### config.mk
export PLATFORM = sky130hd
export DESIGN_NAME = agc_timepulse_gen_flat
export DESIGN_NICKNAME = d
export VERILOG_FILES = /design/src/rtl/agc_timepulse_gen_if.sv /design/src/rtl/agc_timepulse_gen.sv /design/src/flat_wrapper.sv
export SDC_FILE = /design/constraint.sdc
export NUM_CORES = 1
export LEC_CHECK = 0
export CAP_MARGIN = 20
export CORE_ASPECT_RATIO = 1.4
export CORE_MARGIN = 2
export CORE_UTILIZATION = 43
export DETAILED_ROUTE_END_ITERATION = 10
export GPL_TIMING_DRIVEN = 0
export PLACE_DENSITY_LB_ADDON = 0.3
export SKIP_LAST_GASP = 1
export SYNTH_ARGS = -nofsm -noshare
export SYNTH_HDL_FRONTEND = slang
export SYNTH_SLANG_ARGS = --single-unit
export TNS_END_PERCENT = 100
### constraint.sdc
create_clock -name clk -period 1.7 [get_ports clk]
set_input_delay 0.17 -clock clk [delete_from_list [all_inputs] [get_ports clk]]
set_output_delay 0.17 -clock clk [all_outputs]
set_load 0.01 [all_outputs]
### src/rtl/agc_timepulse_gen_if.sv
// Control/status bundle for agc_timepulse_gen.
// slave modport: sequencer side (samples restart/halt/step, drives timepulses and counters).
// master modport: controller/bench side (drives restart/halt/step, observes everything else).
interface agc_timepulse_gen_if #(
   parameter int CNT_W = 16
);
   logic             restart;        // synchronous restart request, level-sampled
   logic             halt;           // monitor stop request, honoured at MCT end
   logic             step;           // single-MCT advance while stopped (rising edge)
   logic [11:0]      t;              // one-hot timepulse, bit0 = T01
   logic             phs2;           // mid-timepulse phase strobe
   logic             phs4;           // last-subphase phase strobe
   logic             mct_end;        // last subphase of T12
   logic             stopped;        // sequencer parked
   logic [CNT_W-1:0] mct_count;      // completed MCTs, wrapping
   logic [3:0]       restart_count;  // restarts taken, saturating

   modport slave (
      input  restart, halt, step,
      output t, phs2, phs4, mct_end, stopped, mct_count, restart_count
   );

   modport master (
      output restart, halt, step,
      input  t, phs2, phs4, mct_end, stopped, mct_count, restart_count
   );
endinterface

### src/rtl/agc_timepulse_gen.sv
// Master timing sequencer: subphases -> one-hot timepulses T01..T12 per MCT, PHS2/PHS4
// strobes, restart/halt/step control and debug counters.
// Ports: clk, rst (async active-high), bus (agc_timepulse_gen_if.slave); all outputs
// come from registers or pure decodes of registers.
module agc_timepulse_gen #(
   parameter int NUM_SUB = 4,
   parameter int CNT_W   = 16
) (
   input  logic                 clk,
   input  logic                 rst,
   agc_timepulse_gen_if.slave   bus
);
   localparam int SUB_W = (NUM_SUB > 1) ? $clog2(NUM_SUB) : 1;
   localparam logic [SUB_W-1:0] SUB_LAST = SUB_W'(NUM_SUB - 1);
   localparam logic [SUB_W-1:0] SUB_PHS2 = SUB_W'(NUM_SUB / 2 - 1);

   typedef enum logic {
      ST_RUN     = 1'b0,
      ST_STOPPED = 1'b1
   } state_t;

   state_t             state_q, state_d;
   logic [SUB_W-1:0]   sub_q, sub_d;
   logic [11:0]        t_q, t_d;
   logic [CNT_W-1:0]   mct_q, mct_d;
   logic [3:0]         rcnt_q, rcnt_d;
   logic               step_prev_q;
   logic               restart_prev_q;

   logic               last_sub;
   logic               mct_end_w;
   logic               step_edge;

   assign last_sub  = (sub_q == SUB_LAST);
   assign mct_end_w = (state_q == ST_RUN) && t_q[11] && last_sub;
   assign step_edge = bus.step && !step_prev_q;

   always_ff @(posedge clk or posedge rst) begin
      if (rst) begin
         state_q        <= ST_RUN;
         sub_q          <= '0;
         t_q            <= 12'h001;
         mct_q          <= '0;
         rcnt_q         <= '0;
         step_prev_q    <= 1'b0;
         restart_prev_q <= 1'b0;
      end else begin
         state_q        <= state_d;
         sub_q          <= sub_d;
         t_q            <= t_d;
         mct_q          <= mct_d;
         rcnt_q         <= rcnt_d;
         step_prev_q    <= bus.step;
         restart_prev_q <= bus.restart;
      end
   end

   always_comb begin
      state_d = state_q;
      sub_d   = sub_q;
      t_d     = t_q;
      mct_d   = mct_q;
      rcnt_d  = rcnt_q;

      if (bus.restart) begin
         // Restart overrides everything, including a coincident MCT boundary:
         // the interrupted MCT is not counted and halt is not honoured.
         state_d = ST_RUN;
         sub_d   = '0;
         t_d     = 12'h001;
         if (!restart_prev_q && (rcnt_q != 4'hF)) begin
            rcnt_d = rcnt_q + 4'd1;
         end
      end else begin
         unique case (state_q)
            ST_RUN: begin
               if (last_sub) begin
                  sub_d = '0;
                  // Rotate left; T12 wraps back to T01.
                  t_d   = {t_q[10:0], t_q[11]};
                  if (mct_end_w) begin
                     mct_d = mct_q + 1'b1;
                     if (bus.halt) begin
                        state_d = ST_STOPPED;
                        t_d     = '0;
                     end
                  end
               end else begin
                  sub_d = sub_q + 1'b1;
               end
            end
            ST_STOPPED: begin
               // A step edge launches one MCT; halt still held at its end parks again.
               if (!bus.halt || step_edge) begin
                  state_d = ST_RUN;
                  sub_d   = '0;
                  t_d     = 12'h001;
               end
            end
            default: begin
               state_d = ST_RUN;
            end
         endcase
      end
   end

   assign bus.t             = t_q;
   assign bus.phs2          = (state_q == ST_RUN) && (sub_q == SUB_PHS2);
   assign bus.phs4          = (state_q == ST_RUN) && last_sub;
   assign bus.mct_end       = mct_end_w;
   assign bus.stopped       = (state_q == ST_STOPPED);
   assign bus.mct_count     = mct_q;
   assign bus.restart_count = rcnt_q;
endmodule

### src/flat_wrapper.sv
// flat-port wrapper written by rule: the top's interface ports become plain ports
module agc_timepulse_gen_flat 
#(
   parameter int NUM_SUB = 4,
   parameter int CNT_W   = 16
)
  (clk, rst, bus_restart, bus_halt, bus_step, bus_t, bus_phs2, bus_phs4, bus_mct_end, bus_stopped, bus_mct_count, bus_restart_count);
  agc_timepulse_gen_if #(.CNT_W(CNT_W)) bus_i ();
  input  logic clk;
  input  logic rst;
  input wire logic [$bits(bus_i.restart)-1:0] bus_restart;
  input wire logic [$bits(bus_i.halt)-1:0] bus_halt;
  input wire logic [$bits(bus_i.step)-1:0] bus_step;
  output wire logic [$bits(bus_i.t)-1:0] bus_t;
  output wire logic [$bits(bus_i.phs2)-1:0] bus_phs2;
  output wire logic [$bits(bus_i.phs4)-1:0] bus_phs4;
  output wire logic [$bits(bus_i.mct_end)-1:0] bus_mct_end;
  output wire logic [$bits(bus_i.stopped)-1:0] bus_stopped;
  output wire logic [$bits(bus_i.mct_count)-1:0] bus_mct_count;
  output wire logic [$bits(bus_i.restart_count)-1:0] bus_restart_count;
  assign bus_i.restart = bus_restart;
  assign bus_i.halt = bus_halt;
  assign bus_i.step = bus_step;
  assign bus_t = bus_i.t;
  assign bus_phs2 = bus_i.phs2;
  assign bus_phs4 = bus_i.phs4;
  assign bus_mct_end = bus_i.mct_end;
  assign bus_stopped = bus_i.stopped;
  assign bus_mct_count = bus_i.mct_count;
  assign bus_restart_count = bus_i.restart_count;
  agc_timepulse_gen #(.NUM_SUB(NUM_SUB), .CNT_W(CNT_W)) u_core (.clk(clk), .rst(rst), .bus(bus_i));
endmodule
## Word level (Yosys, flattened, before mapping)

Index checks and enable logic that the tools add are counted.

| word-level totals | value |
|---|---|
| register bits | 37 |
| latch bits | 0 |
| memory bits (writable) | 0 |
| bits in read-only memories | 0 |
| output and inout bits | 36 |
| word-level logic and storage cells | 46 |
| memories kept | 0 |

| operators by class | value |
|---|---|
| add/subtract/negate cells | 3 |
| $mul | 0 |
| div/mod/pow operators | 0 |
| order comparisons | 0 |
| equal/unequal tests | 5 |
| shift operators | 0 |
| muxes and demuxes | 16 |
| bitwise operators | 2 |
| reductions and logical operators | 13 |

Operators with widths:

| kind | count |
|---|---|
| $mux 12 | 5 |
| $pmux 12 s2 | 1 |
| $add 16x1->16 const B | 1 |
| $logic_and 1x1->1 | 6 |
| $mux 2 | 3 |
| $mux 1 | 5 |
| $add 4x1->4 const B | 1 |
| $ne 4x4->1 const B | 1 |
| $pmux 2 s2 | 1 |
| $reduce_and 2->1 | 2 |
| $reduce_and 4->1 | 1 |
| $logic_not 1->1 | 3 |
| $ne 3x2->1 const B | 1 |
| $ne 3x3->1 const B | 1 |
| $add 2x1->2 const B | 1 |
| $eq 2x1->1 const B | 1 |
| $eq 2x2->1 const B | 1 |
| $not 1->1 | 2 |
| $pmux 1 s2 | 1 |
| $logic_or 1x1->1 | 1 |

## Depth between registers and ports, before layout

Gate-level depths: netlist (run 1).

| depth | value |
|---|---|
| depth after elaboration | 7 |
| gate-level depth with buffers | 5 |
| mapped depth without buffers | 5 |

## Worst setup path after synthesis (run 1)

No wires, ideal clock.

| timing | value |
|---|---|
| path type | register to register |
| start point | register u_core.sub_q[0] |
| end point | register u_core.t_q[11] (netlist: u_core.bus.t[11]) |
| arrival time | 1.631 ns |
| data required time | 1.636 ns |
| setup slack | 0.005 ns |
| stages on the path, launching flop included | 6 |
| path buffers | 1 |
| period minus slack after synthesis | 1.695 ns |
| path through | dfrtp_1 > ha_1 > or2_2 > a21oi_1 > clkbuf_1 > a22o_2 |

| between the ends | value |
|---|---|
| longest elaborated chain between the ends | 6 |
| elaborated cells between the ends (all ways) | 8 |
| classes of those cells | eq/ne: 2; mux: 4; reduce/logical: 2 |

Ends and longest elaborated chain:

| what | RTL line | RTL |
|---|---|---|
| start: declaration | agc_timepulse_gen.sv:23 | `logic [SUB_W-1:0] sub_q, sub_d;` |
| start signal: assignment | agc_timepulse_gen.sv:49 | `sub_q <= sub_d;` |
| $eq 2x2->1 (*) | agc_timepulse_gen.sv:34 | `assign last_sub = (sub_q == SUB_LAST);` |
| $logic_and 1x1->1 | agc_timepulse_gen.sv:35 | `assign mct_end_w = (state_q == ST_RUN) && t_q[11] && last_sub;` |
| $mux 12 | agc_timepulse_gen.sv:81 | `if (mct_end_w) begin` |
| $mux 12 | agc_timepulse_gen.sv:77 | `if (last_sub) begin` |
| $pmux 12 s2 | agc_timepulse_gen.sv:75 | `unique case (state_q)` |
| $mux 12 | agc_timepulse_gen.sv:65 | `if (bus.restart) begin` |
| end signal: assignment | agc_timepulse_gen.sv:50 | `t_q <= t_d;` |
| end: declaration | agc_timepulse_gen.sv:24 | `logic [11:0] t_q, t_d;` |

Mark *: on every way between the ends. The rest lies on a longest branch, timed or not. The select of a mux whose other input is x is not followed.
A chain may end at the register's enable or synchronous reset.

## Worst setup path after layout (run 1)

| timing | value |
|---|---|
| start point | register u_core.mct_q[1] (netlist: u_core.bus.mct_count[1]) |
| end point | register u_core.mct_q[14] (netlist: u_core.bus.mct_count[14]) |

| between the ends | value |
|---|---|
| longest elaborated chain between the ends | 1 |

Ends and longest elaborated chain:

| what | RTL line | RTL |
|---|---|---|
| start: declaration | agc_timepulse_gen.sv:25 | `logic [CNT_W-1:0] mct_q, mct_d;` |
| start signal: assignment | agc_timepulse_gen.sv:51 | `mct_q <= mct_d;` |
| $add 16x1->16 | agc_timepulse_gen.sv:82 | `mct_d = mct_q + 1'b1;` |

No other way between the ends.

==> results of run 1 <==
[synth_stat cells, types with 2 or more instances]
| master | count |
|---|---|
| dfrtp_1 | 36 |
| nor2_1 | 13 |
| nand2_1 | 11 |
| a22o_1 | 10 |
| xnor2_1 | 9 |
| xor2_1 | 8 |
| nand4_1 | 6 |
| a21oi_1 | 5 |
| inv_1 | 5 |
| nand3_1 | 5 |
| ha_1 | 4 |
| or4_4 | 3 |
| and2_2 | 2 |
| and2b_1 | 2 |
| nor2b_1 | 2 |
[worst max-delay path by stage]
stage | start | endpoint | slack [ns] | cells after the start
3_3_place_gp | bus_restart | u_core.bus.mct_count[14]$_DFFE_PP0P_ | -0.29 | 5
2_1_floorplan | u_core.sub_q[0]$_DFFE_PP0P_ | u_core.bus.t[11]$_DFFE_PP0P_ | 0.005 | 5
4_1_cts | u_core.sub_q[0]$_DFFE_PP0P_ | u_core.bus.mct_count[14]$_DFFE_PP0P_ | -0.02 | 5
5_1_grt | u_core.bus.mct_count[1]$_DFFE_PP0P_ | u_core.bus.mct_count[12]$_DFFE_PP0P_ | -0.02 | 5
6_report | u_core.bus.mct_count[1]$_DFFE_PP0P_ | u_core.bus.mct_count[14]$_DFFE_PP0P_ | 0.04 | 5
3_5_place_dp | bus_restart | u_core.bus.mct_count[14]$_DFFE_PP0P_ | -0.33 | 5
[through the flow]
step	utilization [%]	std cells
6_report	62.7	234
5_1_grt	62.7	234
2_1_floorplan	-	136
4_1_cts	62.3	233
3_5_place_dp	57.9	219
3_3_place_gp	57.1	218
[power breakdown]
group,switching (mW),internal [mW]
Combinational,0.146,0.191
Sequential,0.0691,0.942
Clock,0.284,0.321
[sequential cells by signal, summed over array words and instances (netlist names)]
name	count
u_core.bus.mct_count	16
u_core.bus.t	12
u_core.bus.restart_count	4
u_core.sub_q	2
u_core.bus.stopped	1
u_core.restart_prev_q	1
u_core.step_prev_q	1
[layout make-up]
class | instances | area (sq um)
clock buffers | 7 | 86.3
plain buffers | 2 | 12.5
inverters | 5 | 18.8
fillers | 294 | 1350
multi-input cells | 92 | 684
repair buffers | 49 | 479
well taps | 42 | 52.6
flip-flops and latches | 37 | 930
[metal layers]
layer | routed length [um] | global-route usage [%] | share of wire (%)
met5 | 0 | 0 | 0
met4 | 61 | 7.56 | 1.8
met3 | 182 | 5.94 | 5.4
met2 | 1740 | 29.5 | 51
met1 | 1400 | 19.3 | 41
[what timing repair did]
| item | CTS | global route |
|---|---|---|
| setup buffers | 7 | 1 |
| endpoints found under the hold margin | 0 | 0 |
| endpoints found under the setup margin | 25 | 14 |
| gates resized for setup | 12 | 8 |
| pin swaps | 2 | 2 |
[cells by family (layout without fill, tap and decap cells)]
logic type,after synthesis,in the layout,synth area share (%)
flops,37,37,57.6
mux,1,1,0.700
buf+inv,7,63,1.71
compound gates,21,21,10.0
fa+ha+maj,4,4,3.11
xor+xnor,17,17,9.25
simple gates,49,49,17.6
==> results.md, run 1 <==
- Worst min-delay path class: in -> reg
- Peak supply drop: 0.000736 V
- DP Worst Slack: -0.334 ns
- WP data arrival: 1.87 ns
- H-tree levels: 2
- MaxCap Viol Count: 0
- Number of synthesized register bits: 37
- RSZ-0062 raised after global routing: true
- Routed wire length per instance: 14.5 um
- Num rows: 26
- Asr flop ratio synth: 100%
- Avg Cell Area, Syn: 11.8 sq um
- CTS Root Cell: clkbuf_8
- Synthesized instance count: 136
- Top Family by Delay on Critical Path: simple AND/OR/NAND/NOR gates
- Status: finished clean
- Num ports: 41
- Layout cells sized above 1: 19.3%
- Crit-path max FO: 3
- Initial Util: 44.6%
- RR Endpoint: u_core.bus.mct_count[14]$_DFFE_PP0P_
- Hold worst-path end: u_core.restart_prev_q$_DFF_PP0_
- Slowest cell on crit path: or4_4
- CORE AREA: 3610 sq um
- Final wirelength: 3.39 mm
- First-pass iteration count of the detailed router: 4
- CTS tree: yes
- DR DRC count: 0
- Layout area overhead: 40.7%
- Worst setup EP type: flop
- Vias/cell: 5.34
- Most frequent cells in the layout: clkdlybuf4s50_1, dfrtp_1, nand2_1
- 1st-iter DRT viols: 24
- Clock sinks: 37
- DRT antenna net count: 0
- Setup ws final: 0.0434 ns
- Final hold vios: 0
- Seq/Total Area, Yosys: 57.6%
- Initial antenna violation count: 0
- Fmax achieved: 604 MHz
- Clock buffer depth: 2
- Hold path depth: 1
- Synth area leader: dfrtp_1
- Crit Reg-Reg Startpoint: u_core.bus.mct_count[1]$_DFFE_PP0P_
- Die footprint: 4250 sq um
- Worst path cell trace: ha_1 -> nand4_1 -> or4_4 -> nor2_1 -> xor2_1
- Yosys cell types: 30
- Setup violators final: 0
- Commonest non-fill, non-tap cell in the layout: clkdlybuf4s50_1
- Worst-Skew Late Latency: 0.29 ns
- Internal reg-to-reg setup slack: 0.04 ns
- Peak per-stage delay on the critical path: 0.57 ns
- Fin. max-slew vios: 0
- Setup TNS: 0 ns
- Total power draw: 1.95 mW
- Gr usage total: 17.3%
- Top cells by area, synth: dfrtp_1, a22o_1, xnor2_1, xor2_1, ha_1
- Worst Path Class, Setup: reg -> reg
- GR Overflow Total: 0
- Max-slew headroom: 46.9%
- Total Nets Final: 201
- Pin count of the biggest net entering global routing: 20
- Final instance area: 2260 sq um
- # port buffers: 40
- Placer Congestion: 0.793
- HPWL after DPL: 2.42 mm
- Die X: 55.7 um
- Final min period: 1.66 ns
- Hold slack: 0.305 ns
- ANT cells: 0
- Pwr dens: 863 nW/um^2
- Worst Path Buf+Inv: 0
- Post-synth top flop: dfrtp_1
- Hold Startpoint: bus_restart
- DR vias: 1250
- Synthesized net count: 145
- Dpl cell area: 2090 sq um
- Yosys warnings: 0
- Number of synthesized flops with an enable pin: 0
- Vias in the first global route: 1326
- Leak Pwr: 1.04 nW
- Clock Skews: 0.00831 ns
- Netlist Area Pre-Place: 1610 sq um
- First-pass GRT wire length: 5.75 mm
- Hold-fix buffers, CTS: 0
- Area fraction of the dominant cell type after synthesis: 56.0%
- Worst setup SP type: flop
- Die Span Y: 76.4 um
- CTS Buf Count: 5
- Worst slew pin tran: 0.796 ns
- Clock transition at the registers of the reported paths: 0.07 ns
- Reg2Reg Depth: 5
- Fin crit share: 97.4%
- CP required: 1.91 ns
Note: power is estimated with default switching activity, not from simulation.
==> inputs of run 2 (changes only) <==
--- a/config.mk
+++ b/config.mk
@@ -12,6 +12,7 @@
 export DETAILED_ROUTE_END_ITERATION = 10
 export GPL_TIMING_DRIVEN = 0
 export PLACE_DENSITY_LB_ADDON = 0.3
+export REMOVE_ABC_BUFFERS = 1
 export SKIP_LAST_GASP = 1
 export SYNTH_ARGS = -nofsm -noshare
 export SYNTH_HDL_FRONTEND = slang
==> run 2 against run 1 <==
Compared with the run above:
- sequential share of layout area decreased by 0.70 points
- worst hold slack worse by 0.0039 ns
- routed wire length rose by 4.0%
- global-route usage is 0.61 points higher
- via count increased by 0.88%
- cell count increased by 0.85%
- final area is 1.6% higher
- setup slack worse by 0.0056 ns
- clock skew about the same
- non-clock buffer count increased by 1
- critical path depth unchanged
==> results.md, run 2 (synthesis results as in run 1) <==
- Clock sinks: 37
- Metal3 WL: 170 um
- Worst Path Class, Setup: reg -> reg
- Worst slew pin tran: 0.683 ns
- Worst-Skew Late Latency: 0.29 ns
- Final hold vios: 0
- Pwr dens: 845 nW/um^2
- GR Overflow Total: 0
- Vias/cell: 5.34
- Reg2Reg Depth: 5
- First-pass GRT wire length: 5.96 mm
- Leak Pwr: 1.06 nW
- Pin count of the biggest net entering global routing: 23
- DR top layer: met4
- Final wirelength: 3.53 mm
- DP Worst Slack: -0.440 ns
- Gr usage total: 17.9%
- Met2 Wirelength: 1.94 mm
- CTS Buf Count: 5
- CORE AREA: 3610 sq um
- Total Nets Final: 202
- Peak supply drop: 0.000519 V
- Wl on met1: 1.36 mm
- Placed cells: 218
- Layout area overhead: 42.9%
- Die X: 55.7 um
- CP required: 1.90 ns
- Final min period: 1.66 ns
- Max reg flops: 16
- Crit-path max FO: 3
- H-tree levels: 2
- CTS tree: yes
- Worst setup SP type: flop
- Fmax achieved: 602 MHz
- DRT antenna net count: 0
- RSZ-0062 raised after global routing: true
- Clock buffer depth: 2
- Vias in the first global route: 1296
- Placer Congestion: 0.801
- Clock transition at the registers of the reported paths: 0.07 ns
- 1st-iter DRT viols: 12
- Num rows: 26
- Crit Reg-Reg Startpoint: u_core.bus.mct_count[1]$_DFFE_PP0P_
- Sw Ratio: 26.6%
- First-pass iteration count of the detailed router: 4
- ANT cells: 0
- Combinational fraction of design power: 18.1%
- Finished Layout Cells: 236
- DR vias: 1261
- Commonest non-fill, non-tap cell in the layout: clkdlybuf4s50_1
- Setup violators final: 0
- Register share of total power: 52.0%
- Most frequent cells in the layout: clkdlybuf4s50_1, dfrtp_1, nand2_1
- Initial antenna violation count: 0
- Initial Util: 44.6%
- # port buffers: 40
- Status: finished clean
- Hold-fix buffers, CTS: 0
- MaxCap Viol Count: 0
- Die footprint: 4250 sq um
- Share of power burned in the clock network: 29.9%
- Worst min-delay path class: in -> async
- Layout cells sized above 1: 20.6%
- Routed wire length per instance: 14.9 um
- WP data arrival: 1.86 ns
- Max-slew headroom: 54.4%
- Int Pwr: 1.43 mW
- DR DRC count: 0
- CP Launch Point: u_core.bus.mct_count[1]$_DFFE_PP0P_
- Die Span Y: 76.4 um
- Hold slack: 0.301 ns
- CTS Root Cell: clkbuf_8
- Setup TNS: 0 ns
- Worst setup EP type: flop
- Fin. max-slew vios: 0
- Setup ws final: 0.0378 ns
- Switch Pwr: 0.517 mW
- Num ports: 41
- Clock Skews: 0.00835 ns
- HPWL after DPL: 2.43 mm
- Fin crit share: 97.8%
run 2: cell types whose count changed in the layout (fill, tap and decap cells not counted), moves of 2 or more:
cell,before,now
buf_4,8,10
clkinv_2,0,2
nor2_2,3,1
nor2_4,0,3
run 2: final timing paths:
check	to	slack, ns
min	u_core.bus.t[4]$_DFFE_PP0P_	0.30
max	u_core.bus.mct_count[14]$_DFFE_PP0P_	0.04
min reg2reg	u_core.bus.mct_count[15]$_DFFE_PP0P_	0.47
max in group asynchronous	u_core.bus.mct_count[13]$_DFFE_PP0P_	0.86
max reg2reg	u_core.bus.mct_count[14]$_DFFE_PP0P_	0.04
min in group clk	u_core.restart_prev_q$_DFF_PP0_	0.34
run 2: layout make-up:
cell class / instances / area, sq um
fillers: 282 / 1310
flip-flops and latches: 37 / 928
multi-input cells: 92 / 714
repair buffers: 52 / 503
clock buffers: 6 / 72.6
well taps: 42 / 52.6
inverters: 5 / 18.8
clock inverters: 2 / 10.0
run 2: per-layer routing:
metal / vias up / global-route usage (%)
met5: - / 0
met2: 35 / 31.1
met1: 637 / 20.9
li1: 584 / -
met4: 0 / 8.05
met3: 5 / 3.90
run 2: power by group through the flow:
stage / Combinational (mW) / Clock, mW / Sequential, mW
finish: 0.352 / 0.581 / 1.01
global route: 0.391 / 0.652 / 1.02
CTS: 0.349 / 0.597 / 1.02
detailed placement: 0.335 / 0 / 1.03
global placement: 0.309 / 0 / 1.02
floorplan: 0.139 / 0 / 1.04
run 2: critical path: stages, from the launching register on:
cell	delay, ns
dfrtp_1	0.36
ha_2	0.19
nand4_1	0.14
or4_4	0.58
nor2_4	0.13
xor2_1	0.17
run 2: timing repair:
action | CTS | global route
setup buffers | 5 | 5
endpoints found under the setup margin | 20 | 16
pin swaps | 4 | 5
hold endpoints to repair | 0 | 0
gates resized for setup | 13 | 9
run 2: metrics by stage:
stage / instance area [sq um] / total power [mW] / util (%)
global placement: 2050 / 1.33 / 56.9
detailed placement: 2090 / 1.36 / 57.8
finish: 2300 / 1.94 / 63.7
CTS: 2240 / 1.96 / 62.0
global route: 2300 / 2.07 / 63.7
floorplan: 1600 / 1.18 / -
